<file path="src/rtl/counter_pkg.sv">
// Shared constants for the programmable counter: mode selectors and one-shot FSM states.
package counter_pkg;

  localparam int MODE_WRAP    = 0;
  localparam int MODE_SAT     = 1;
  localparam int MODE_ONESHOT = 2;

  typedef enum logic [1:0] {
    ST_IDLE = 2'd0,
    ST_RUN  = 2'd1,
    ST_DONE = 2'd2
  } state_e;

endpackage

</file>
<file path="src/rtl/counter_step.sv">
// Combinational next-value arithmetic: +/-1 step, boundary detection with
// wrap or hold, and clamping of the load value to the terminal value.
module counter_step #(
  parameter int               WIDTH   = 4,
  parameter logic [WIDTH-1:0] MAX_VAL = '1
) (
  input  logic [WIDTH-1:0] count,
  input  logic             up_count,
  input  logic             hold,
  input  logic [WIDTH-1:0] load_val,
  output logic [WIDTH-1:0] step_val,
  output logic             boundary,
  output logic [WIDTH-1:0] load_clamped
);

  // step value and boundary detect for the current direction
  always_comb begin
    step_val = count;
    boundary = 1'b0;
    if (up_count) begin
      boundary = (count == MAX_VAL);
      if (boundary) begin
        step_val = hold ? count : '0;
      end else begin
        step_val = count + WIDTH'(1);
      end
    end else begin
      boundary = (count == '0);
      if (boundary) begin
        step_val = hold ? count : MAX_VAL;
      end else begin
        step_val = count - WIDTH'(1);
      end
    end
  end

  // clamp load value into 0..MAX_VAL
  always_comb begin
    if (load_val > MAX_VAL) begin
      load_clamped = MAX_VAL;
    end else begin
      load_clamped = load_val;
    end
  end

endmodule

</file>
<file path="src/rtl/prog_counter.sv">
// Programmable up/down counter with wrap, saturate and one-shot modes,
// registered count, terminal-count pulse, sticky boundary flag and busy.
module prog_counter
  import counter_pkg::*;
#(
  parameter int              WIDTH   = 4,
  parameter longint unsigned MAX_VAL = (64'd1 << WIDTH) - 64'd1,
  parameter int              MODE    = MODE_WRAP
) (
  input  logic             clk,
  input  logic             rst,
  input  logic             en,
  input  logic             up_count,
  input  logic             load,
  input  logic [WIDTH-1:0] load_val,
  input  logic             start,
  output logic [WIDTH-1:0] count,
  output logic             tc,
  output logic             ovf,
  output logic             busy
);

  if (WIDTH < 1 || WIDTH > 32) begin : g_bad_width
    $error("prog_counter: WIDTH must be 1..32");
  end
  if (MAX_VAL < 64'd1 || MAX_VAL > ((64'd1 << WIDTH) - 64'd1)) begin : g_bad_max
    $error("prog_counter: MAX_VAL must be 1..2**WIDTH-1");
  end
  if (MODE != MODE_WRAP && MODE != MODE_SAT && MODE != MODE_ONESHOT) begin : g_bad_mode
    $error("prog_counter: unknown MODE");
  end

  localparam logic [WIDTH-1:0] MAX_C  = MAX_VAL[WIDTH-1:0];
  localparam logic             HOLD_C = (MODE != MODE_WRAP);

  logic [WIDTH-1:0] count_r, count_next_s, step_val_s, load_clamped_s;
  logic             tc_r, tc_next_s, ovf_r, ovf_next_s, busy_r, boundary_s;
  state_e           state_r, state_next_s;

  counter_step #(.WIDTH(WIDTH), .MAX_VAL(MAX_C)) u_step (
    .count        (count_r),
    .up_count     (up_count),
    .hold         (HOLD_C),
    .load_val     (load_val),
    .step_val     (step_val_s),
    .boundary     (boundary_s),
    .load_clamped (load_clamped_s)
  );

  // next-state and next-output selection: load beats counting, rst handled in the register
  always_comb begin
    count_next_s = count_r;
    tc_next_s    = 1'b0;
    ovf_next_s   = ovf_r;
    state_next_s = state_r;
    if (load) begin
      count_next_s = load_clamped_s;
      ovf_next_s   = 1'b0;
      state_next_s = ST_IDLE;
    end else if (MODE == MODE_ONESHOT) begin
      case (state_r)
        ST_IDLE: begin
          if (start) begin
            state_next_s = ST_RUN;
            count_next_s = up_count ? '0 : MAX_C;
          end else begin
            state_next_s = ST_IDLE;
          end
        end
        ST_RUN: begin
          if (en) begin
            count_next_s = step_val_s;
            if (boundary_s) begin
              tc_next_s    = 1'b1;
              ovf_next_s   = 1'b1;
              state_next_s = ST_DONE;
            end else begin
              state_next_s = ST_RUN;
            end
          end else begin
            state_next_s = ST_RUN;
          end
        end
        ST_DONE: state_next_s = ST_IDLE;
        default: state_next_s = ST_IDLE;
      endcase
    end else if (en) begin
      count_next_s = step_val_s;
      if (boundary_s) begin
        tc_next_s  = 1'b1;
        ovf_next_s = 1'b1;
      end else begin
        tc_next_s  = 1'b0;
      end
    end else begin
      count_next_s = count_r;
    end
  end

  // state and output registers
  always_ff @(posedge clk) begin
    if (rst) begin
      count_r <= '0;
      tc_r    <= 1'b0;
      ovf_r   <= 1'b0;
      busy_r  <= 1'b0;
      state_r <= ST_IDLE;
    end else begin
      count_r <= count_next_s;
      tc_r    <= tc_next_s;
      ovf_r   <= ovf_next_s;
      busy_r  <= (state_next_s == ST_RUN);
      state_r <= state_next_s;
    end
  end

  assign count = count_r;
  assign tc    = tc_r;
  assign ovf   = ovf_r;
  assign busy  = busy_r;

endmodule
</file>
<file path="config.mk">
export PLATFORM = sky130hd
export DESIGN_NAME = prog_counter
export DESIGN_NICKNAME = d
export VERILOG_FILES = /design/src/rtl/counter_pkg.sv /design/src/rtl/counter_step.sv /design/src/rtl/prog_counter.sv
export SDC_FILE = /design/constraint.sdc
export NUM_CORES = 1
export LEC_CHECK = 0
export ABC_AREA = 1
export CORE_AREA = 2 2 39 41
export DETAILED_ROUTE_END_ITERATION = 7
export DIE_AREA = 0 0 41 43
export PLACE_DENSITY = 0.78
export SLEW_MARGIN = 20
export SYNTH_ARGS = -nofsm -noshare
export SYNTH_HDL_FRONTEND = slang
export SYNTH_HIERARCHICAL = 1
export SYNTH_SLANG_ARGS = --single-unit
</file>
<file path="constraint.sdc">
create_clock -name clk -period 2.3 [get_ports clk]
set_clock_uncertainty 0.15 [all_clocks]
set_input_delay 0.575 -clock clk [delete_from_list [all_inputs] [get_ports clk]]
set_output_delay 0.575 -clock clk [all_outputs]
set_load 0.03 [all_outputs]
</file>
; Word level (Yosys, flattened, before mapping)
; Index checks and enable logic that the tools add are counted.
[op_classes]
muxes = 9
n_reduce_logical = 5
bitwise_logic = 1
n_addsub = 2
n_eq_ne = 2
magnitude_cmp = 1
[op_table]
columns = op, count
row1 = $mux W4, 6
row2 = $add A4 B1 Y4 const B, 1
row3 = $eq A4 B4 Y1 const B, 1
row4 = $gt A4 B4 Y1 const B, 1
row5 = $logic_not A4 Y1, 1
row6 = $sub A4 B1 Y4 const B, 1
row7 = $reduce_or A3 Y1, 1
row8 = $eq A2 B1 Y1 const B, 1
row9 = $mux W1, 2
row10 = $mux W2, 1
row11 = $reduce_and A2 Y1, 1
row12 = $reduce_bool A2 Y1, 1
row13 = $reduce_or A2 Y1, 1
row14 = $not A1 Y1, 1
[totals]
inputBits = 10
elab_cells = 25
ff_bits = 9
output_inout_bits = 7

; Logic depth before layout (Yosys ltp)
; Gate-level depths: netlist of the first run.
[logic_depth]
word_depth = 5
mapped_depth = 12
depth_no_buf = 12

; Modules after synthesis
; Netlist of the first run, hierarchy kept.
[by_module_without_submodules]
columns = mod, cells_each, seq_area_each_um2, area_per_inst_um2, instances
row1 = prog_counter, 47, 180.2, 337.8, 1
row2 = counter_step, 61, 0.0, 289.0, 1

; Worst setup path after synthesis of the first run
; Ideal clock, no wire load.
[synth_timing]
path_kind = register -> register
from = register count_r[0] (netlist: count[0])
to = register count_r[2] (netlist: count[2])
stages_incl_launch_ff = 13
setup_time_ns = 0.109
period_less_slack_ns = 1.862
path_slack_ns = 0.438
path_buffers = 0
required_ns = 2.041
arrival_ns = 1.603
path_cell_list = dfxtp_1 -> inv_1 -> ha_1 -> inv_1 -> nor2_1 -> nand2_1 -> o21ai_0 -> nand2_1 -> o21ai_2 -> nand3_1 -> nand3_1 -> nand2_1 -> inv_1
[synth_via]
elab_chain_cells = 5
elab_cells_between_ends = 9
classes_between = add/sub (2) / eq/ne (1) / mux (5) / reduce/logical (1)
[synth_rtl]
columns = element, line
row1 = "start, declared", prog_counter.sv:36  ; logic [WIDTH-1:0] count_r, count_next_s, step_val_s, load_clamped_s;
row2 = "start signal, assigned", prog_counter.sv:109  ; count_r <= count_next_s;
row3 = $sub A4 B1 Y4 (tied with other cells), counter_step.sv:32  ; step_val = count - WIDTH'(1);
row4 = $mux W4 (on tied branches), "counter_step.sv:29, counter_step.sv:22"
row5 = $mux W4 (*), counter_step.sv:20  ; if (up_count) begin
row6 = net step_val_s[2], prog_counter.sv:36
row7 = $mux W4 (*), prog_counter.sv:87  ; end else if (en) begin
row8 = $mux W4 (*), prog_counter.sv:56  ; if (load) begin
; The timed path passes the listed nets; every way through them passes the cells marked *. The select of a mux whose other input is x is not followed.
; A chain may end at the register's enable or synchronous reset.

; Final worst setup path of the first run
[layout_timing]
from = register count_r[0] (netlist: count[0])
to = output port count[0]
[layout_lines]
columns = element, line
row1 = "end, declared", prog_counter.sv:17  ; output logic [WIDTH-1:0] count,
; No word-level cell between the ends.

==> impl_metrics.toml, run 1 <==
[cts]
clk_path_buf_depth = 2
cts_sinks = 9
htree_levels = 1
hold_buffers = 0
clkTransAtPathRegs_ns = 0.06
cts_buffers = 3
insertion_delay_ns = 0.26
cts_tree = "built"
cts_setup_buffers = 0
cts-resized-gates = 0
cts_root_buf = "clkbuf_4"

[placement]
io_buffers = 15
hpwlAfterDp_um = 1074
place_inst = 141
gp_congestion = 0.8274

[die]
start_util = 0.4530
die_area_um2 = 1763
die_h_um = 43
io-pin-count = 17
rows = 14
core_um2 = 1384
chipWidth_um = 41

[finish]
layout-drive-gt1-share = 0.07752
syn_to_final_growth_pct = 32.54
seq_area_um2 = 180.2
fin_cells = 145
layout_common_cells = "nand2_1 (39), nand3_1 (19), inv_1 (18)"
final_common_cell = "nand2_1"
fillers = 147
diodes = 0
postLayoutCoreUtil = 0.6004
fin_nets = 142
multiInputGateArea_um2 = 352.8

[logic_synthesis]
ys_seq_elements = 9
yosys_warnings = 6
synthCells = 108
syn_avg_cell_area_um2 = 5.804
ys_types = 15
netlist_area_um2 = 626.9
synth.yosys.seq_area_share = 0.2874

[routing]
drc_errors = 0
drt-vias-per-instance = 4.628
ant_nets = 0
drt-initial-drc-count = 16
drt-total-wl_um = 1404
vias = 671
routedWlPerCell_um = 9.683
drt_first_pass_iters = 4

[timing]
finalCritPeriodShare = 0.9228
period_needed_ns = 2.122
hold_slack_ns = 0.2876
fmax_mhz = 471.2
hold_viol = 0
rsz0062_at_grt = "no"
slew_violations = 0
setup-tns-final_ns = 0
setup_viol = 0

[job]
cap_violations = 0

[critical_path]
cp-start-kind = "register"
required_ns = 1.57
crit_path_end_kind = "output pin"
crit_family = "buffers and inverters"
r2r_setup_slack_ns = 0.46
path_class = "reg -> out"
max_stage_delay_ns = 0.71
crit_chain = "clkdlybuf4s50_1"
cpMaxStageDelayCell = "clkdlybuf4s50_1"
critPathBufInv = 1
critPathMaxFanout = 5
critPathArrivalTime_ns = 1.40

[global_routing]
gr-usage-all-layers = 0.1960
grt_pass1_vias = 563
grt_first_pass_wirelength_um = 2283
grt_max_degree = 9
grt-ovfl-total = 0
antenna_found_initial = 0

[pwr]
vdd_drop_max_mv = 0.4874
p_leak_nw = 0.4330
power-per-cell-area_nw_per_um2 = 499.6

[worst_hold_path]
hold_path.class = "reg -> reg"

[outcome]
outcome = "complete, no violations"
cells by family after synthesis:
kind of cell             Yosys count  synth area share
adder cells (fa/ha/maj)            2           0.03991
AO/OA/AOI/OAI                      5           0.04590
other                              1          0.005982
flip-flops                         9            0.2874
AND/OR/NAND/NOR                   68            0.4591
buffers and inverters             23            0.1617
per-layer routing:
layer	up-vias	global-route usage	wire length [um]
met5	-	0	0
met4	0	0.04000	6
met3	2	0.09424	71
met2	16	0.2844	676
met1	281	0.2590	651
li1	372	-	-
sequential cells by signal (all words and copies together), names as in the netlist:
register  flops
count         4
state_r       2
busy          1
ovf           1
tc            1
stage by stage:
stage               total power [W]  setup slack (ns)  instance area (um^2)
global route              0.0004446            0.1118                 830.8
global placement          0.0002922            0.3129                 804.5
detailed placement        0.0002952            0.2809                 804.5
finish                    0.0004150            0.1776                 830.8
floorplan                 0.0002497            0.4382                 634.4
CTS                       0.0004154            0.1621                 830.8
synthesized netlist by cell type:
cell,instances,share of area
nor2_1,6,0.036
nand4_1,2,0.020
o21ai_2,1,0.014
dfxtp_1,9,0.29
conb_1,1,0.0060
o21ai_0,3,0.024
inv_2,1,0.0060
nand3_1,19,0.15
nor2_2,1,0.010
a21oi_1,1,0.0080
inv_1,18,0.11
nor3_1,1,0.0080
nand2_1,39,0.23
ha_1,2,0.040
buf_4,4,0.048
layout make-up:
| cell class | count | area share |
|---|---|---|
| Tap cell | 16 | 0.02410 |
| Timing Repair Buffer | 19 | 0.2169 |
| Multi-Input combinational cell | 78 | 0.4247 |
| Sequential cell | 9 | 0.2169 |
| Clock buffer | 4 | 0.03163 |
| Inverter | 19 | 0.08584 |
report_power, final:
group | leakage, nW | internal (W) | switching (W) | total, W
Sequential | 0.0734 | 0.000162 | 0.00000491 | 0.000167
Clock | 0.0150 | 0.0000668 | 0.0000546 | 0.000121
Combinational | 0.345 | 0.0000535 | 0.0000733 | 0.000127
worst paths after layout:
path / end / startpoint / cells past startpoint
max: count[0] / count[0] / 1
min: busy / state_r[1] / 1
max reg2reg: count[0] / count[0] / 12
min reg2reg: busy / state_r[1] / 1
Power figures use the tool's default switching activity.
==> inputs of run 2 (changes only) <==
--- a/config.mk
+++ b/config.mk
@@ -6,10 +6,11 @@
 export NUM_CORES = 1
 export LEC_CHECK = 0
 export ABC_AREA = 1
-export CORE_AREA = 2 2 39 41
+export CORE_MARGIN = 1.5
+export CORE_UTILIZATION = 48
+export CTS_BUF_LIST = sky130_fd_sc_hd__clkbuf_8
 export DETAILED_ROUTE_END_ITERATION = 7
-export DIE_AREA = 0 0 41 43
-export PLACE_DENSITY = 0.78
+export PLACE_DENSITY = 0.8
 export SLEW_MARGIN = 20
 export SYNTH_ARGS = -nofsm -noshare
 export SYNTH_HDL_FRONTEND = slang
==> constraint.sdc (replaced) <==
create_clock -name clk -period 2.2 [get_ports clk]
set_clock_uncertainty 0.15 [all_clocks]
set_input_delay 0.55 -clock clk [delete_from_list [all_inputs] [get_ports clk]]
set_output_delay 0.55 -clock clk [all_outputs]
set_load 0.03 [all_outputs]
==> impl_metrics.toml, run 2 (same netlist as run 1, synthesis figures left out) <==
[outcome]
outcome = "complete, no violations"

[routing]
routedWlPerCell_um = 9.535
drt-initial-drc-count = 24
drt-total-wl_um = 1354
dr_wl_met2_um = 608
drc_errors = 0
vias = 702
top_layer = "met3"
drt_first_pass_iters = 4
wl_met1_um = 626
drt-vias-per-instance = 4.944
ant_nets = 0
wl_met3_um = 119

[cts]
insertion_delay_ns = 0.23
clk_path_buf_depth = 2
cts_sinks = 9
cts_tree = "built"
cts_setup_buffers = 0
cts_root_buf = "clkbuf_8"
htree_levels = 1
cts_buffers = 3
clkTransAtPathRegs_ns = 0.04
hold_buffers = 0
cts-resized-gates = 0

[critical_path]
critPathMaxFanout = 5
max_stage_delay_ns = 0.71
cpMaxStageDelayCell = "clkdlybuf4s50_1"
critPathBufInv = 1
required_ns = 1.50
crit_chain = "clkdlybuf4s50_1"
crit_path_end_kind = "output pin"
critPathArrivalTime_ns = 1.36
crit_family = "buffers and inverters"
path_class = "reg -> out"
r2r_setup_slack_ns = 0.34
cp-start-kind = "register"

[pwr]
power-per-cell-area_nw_per_um2 = 578.2
vdd_drop_max_mv = 0.6549
p_leak_nw = 0.4553

[finish]
largest_reg_flops = 4
layout-drive-gt1-share = 0.07031
fin_nets = 141
final_common_cell = "nand2_1"
multiInputGateArea_um2 = 352.8
seq_area_um2 = 180.2
layout_common_cells = "nand2_1 (39), nand3_1 (19), inv_1 (19)"
fillers = 108
syn_to_final_growth_pct = 34.33
diodes = 0

[placement]
place_ws_ns = 0.2164
io_buffers = 15
hpwlAfterDp_um = 1063
gp_congestion = 0.8414

[worst_hold_path]
hold_path.class = "reg -> reg"

[timing]
slew_violations = 0
setup-tns-final_ns = 0
fin_ws_ns = 0.1412
fmax_mhz = 485.7
hold_viol = 0
rsz0062_at_grt = "no"
setup_viol = 0
period_needed_ns = 2.059
finalCritPeriodShare = 0.9358

[global_routing]
gr-usage-all-layers = 0.2162
grt_first_pass_wirelength_um = 2221
grt_max_degree = 10
grt_pass1_vias = 571
grt-ovfl-total = 0
antenna_found_initial = 0

[die]
core_um2 = 1156
start_util = 0.5422
io-pin-count = 17
die_area_um2 = 1532
die_h_um = 39.14
rows = 12
chipWidth_um = 39.14

[job]
cap_violations = 0
run 2: cell count changes in the layout (fill, tap and decap cells not counted):
cell / delta
clkbuf_4: -3
clkbuf_8: +3
buf_4: -1
clkbuf_1: -1
clkdlybuf4s50_1: -1
dlymetal6s2s_1: +1
inv_1: +1
run 2: metal layers:
metal,global-route usage,up-vias
met1,0.2778,302
met4,0.04310,0
met3,0.09827,0
li1,-,370
met5,0,-
met2,0.3292,30
run 2: report_power, final:
group | switching (W) | internal [W] | total (W)
Sequential | 0.00000672 | 0.000170 | 0.000177
Combinational | 0.0000737 | 0.0000544 | 0.000128
Clock | 0.0000609 | 0.000121 | 0.000182
run 2: final cells by class:
type / instances / share of cell area
sequential: 9 / 0.2140
tap: 14 / 0.02080
clock inverter: 1 / 0.004458
inverter: 19 / 0.08470
multi-input combinational: 78 / 0.4190
timing repair buffer: 18 / 0.2080
clock buffer: 3 / 0.04903
run 2: path summary, 6_finish.rpt:
| kind | cells past startpoint | endpoint | startpoint |
|---|---|---|---|
| max reg2reg | 13 | count[2] | count[1] |
| max | 1 | count[0] | count[0] |
| min reg2reg | 1 | busy | state_r[1] |
| min | 1 | busy | state_r[1] |
run 2: through the flow:
| stage | hold slack [ns] | area (um^2) | cells | total power [W] | utilization |
|---|---|---|---|---|---|
| 2_1_floorplan | 0.2495 | 634.4 | 110 | 0.0002611 | - |
| 3_3_place_gp | 0.2618 | 794.5 | 138 | 0.0003042 | 0.6872 |
| 3_5_place_dp | 0.2614 | 794.5 | 138 | 0.0003061 | 0.6872 |
| 4_1_cts | 0.2739 | 839.6 | 142 | 0.0004895 | 0.7262 |
| 5_1_grt | 0.2945 | 842.1 | 142 | 0.0005183 | 0.7284 |
| 6_report | 0.2794 | 842.1 | 142 | 0.0004869 | 0.7284 |
==> inputs of run 3 (changes only) <==
--- a/config.mk
+++ b/config.mk
@@ -6,9 +6,9 @@
 export NUM_CORES = 1
 export LEC_CHECK = 0
 export ABC_AREA = 1
-export CORE_MARGIN = 1.5
 export CORE_UTILIZATION = 48
 export CTS_BUF_LIST = sky130_fd_sc_hd__clkbuf_8
+export CTS_CLUSTER_DIAMETER = 40
 export DETAILED_ROUTE_END_ITERATION = 7
 export PLACE_DENSITY = 0.8
 export SLEW_MARGIN = 20
==> constraint.sdc (replaced) <==
create_clock -name clk -period 2.18 [get_ports clk]
set_clock_uncertainty 0.15 [all_clocks]
set_input_delay 0.545 -clock clk [delete_from_list [all_inputs] [get_ports clk]]
set_output_delay 0.545 -clock clk [all_outputs]
set_load 0.03 [all_outputs]
==> impl_metrics.toml, run 3 (same netlist as run 1, synthesis figures left out) <==
[pwr]
power-per-cell-area_nw_per_um2 = 592.0
p_clk_frac = 0.380
vdd_drop_max_mv = 0.3769
power.switching_w = 0.0001493
power.internal_w = 0.0003492
swShare = 0.2995
p_leak_nw = 0.4553
power_frac_seq = 0.358
power_w = 0.0004985
combPwrFrac = 0.262

[placement]
place_area_um2 = 794.5
hpwlAfterDp_um = 1082
gp_congestion = 0.8602
io_buffers = 15

[die]
start_util = 0.5422
io-pin-count = 17
chipWidth_um = 38.14
rows = 12
core_um2 = 1156
die_h_um = 38.14
die_area_um2 = 1454

[cts]
hold_buffers = 0
cts_buffers = 3
clkTransAtPathRegs_ns = 0.04
cts_root_buf = "clkbuf_8"
clk_path_buf_depth = 2
htree_levels = 1
cts_sinks = 9
cts-resized-gates = 0
insertion_delay_ns = 0.23
cts_tree = "built"
cts_setup_buffers = 0

[worst_hold_path]
hold_path.class = "reg -> reg"
holdCritStartpoint = "state_r[1]"

[finish]
layout-drive-gt1-share = 0.07031
fin_area_um2 = 842.1
diodes = 0
fillers = 106
postLayoutCoreUtil = 0.7284
final_common_cell = "nand2_1"
layout_common_cells = "nand2_1 (39), nand3_1 (19), inv_1 (19)"
largest_reg_flops = 4
syn_to_final_growth_pct = 34.33
fin_nets = 141

[critical_path]
critPathArrivalTime_ns = 1.36
path_class = "reg -> out"
critical_path.startpoint = "count[0]"
crit_path_end_kind = "output pin"
crit_chain = "clkdlybuf4s50_1"
r2r-start = "count[0]"
critPathMaxFanout = 5
crit_family = "buffers and inverters"
required_ns = 1.48
cpMaxStageDelayCell = "clkdlybuf4s50_1"
cp-start-kind = "register"
critPathBufInv = 1
max_stage_delay_ns = 0.71

[timing]
fmax_mhz = 486.7
rsz0062_at_grt = "no"
period_needed_ns = 2.055
finalCritPeriodShare = 0.9426
slew_violations = 0
hold_viol = 0
setup-tns-final_ns = 0
setup_viol = 0

[routing]
routedWlPerCell_um = 9.937
vias = 714
drt_first_pass_iters = 4
drt-total-wl_um = 1411
drt-vias-per-instance = 5.028
ant_nets = 0
drc_errors = 0
drt-initial-drc-count = 13

[global_routing]
antenna_found_initial = 0
grt_pass1_vias = 574
grt-ovfl-total = 0
grt_max_degree = 10
gr-usage-all-layers = 0.2485
grt_first_pass_wirelength_um = 2387

[job]
cap_violations = 0

[outcome]
outcome = "complete, no violations"
## run 3: per-layer routing
metal / up-vias / wire [um] / global-route usage
li1: 372 / - / -
met1: 312 / 691 / 0.3213
met2: 26 / 615 / 0.3814
met3: 4 / 84 / 0.08721
met4: 0 / 20 / 0.08036
met5: - / 0 / 0
## run 3: metrics by stage
stage / hold WS [ns] / setup WS, ns / cells
floorplan: 0.2495 / 0.3182 / 110
global placement: 0.2632 / 0.2090 / 138
detailed placement: 0.2604 / 0.1887 / 138
CTS: 0.2706 / 0.03980 / 142
global route: 0.2978 / 0.07931 / 142
finish: 0.2711 / 0.1252 / 142
## run 3: area by class of cell
type	count	area [um^2]	area share
Inverter	19	71.32	0.08470
Timing Repair Buffer	18	175.2	0.2080
Multi-Input combinational cell	78	352.8	0.4190
Sequential cell	9	180.2	0.2140
Clock buffer	3	41.29	0.04903
Clock inverter	1	3.754	0.004458
Tap cell	14	17.52	0.02080
## run 3: worst paths after layout
| check | endpoint | slack, ns | cells after the start |
|---|---|---|---|
| worst max-delay path | count[0] | 0.13 | 1 |
| worst min-delay path | busy | 0.27 | 1 |
| worst min register to register | busy | 0.27 | 1 |
| worst max register to register | count[2] | 0.32 | 12 |
## run 3: power groups by stage
stage                     Clock, W  Combinational, W  Sequential, W
after global placement           0          0.000126       0.000181
after floorplan                  0         0.0000675       0.000196
after global routing      0.000205          0.000149       0.000179
final                     0.000189          0.000131       0.000178
after CTS                 0.000196          0.000130       0.000178
after detailed placement         0          0.000129       0.000181
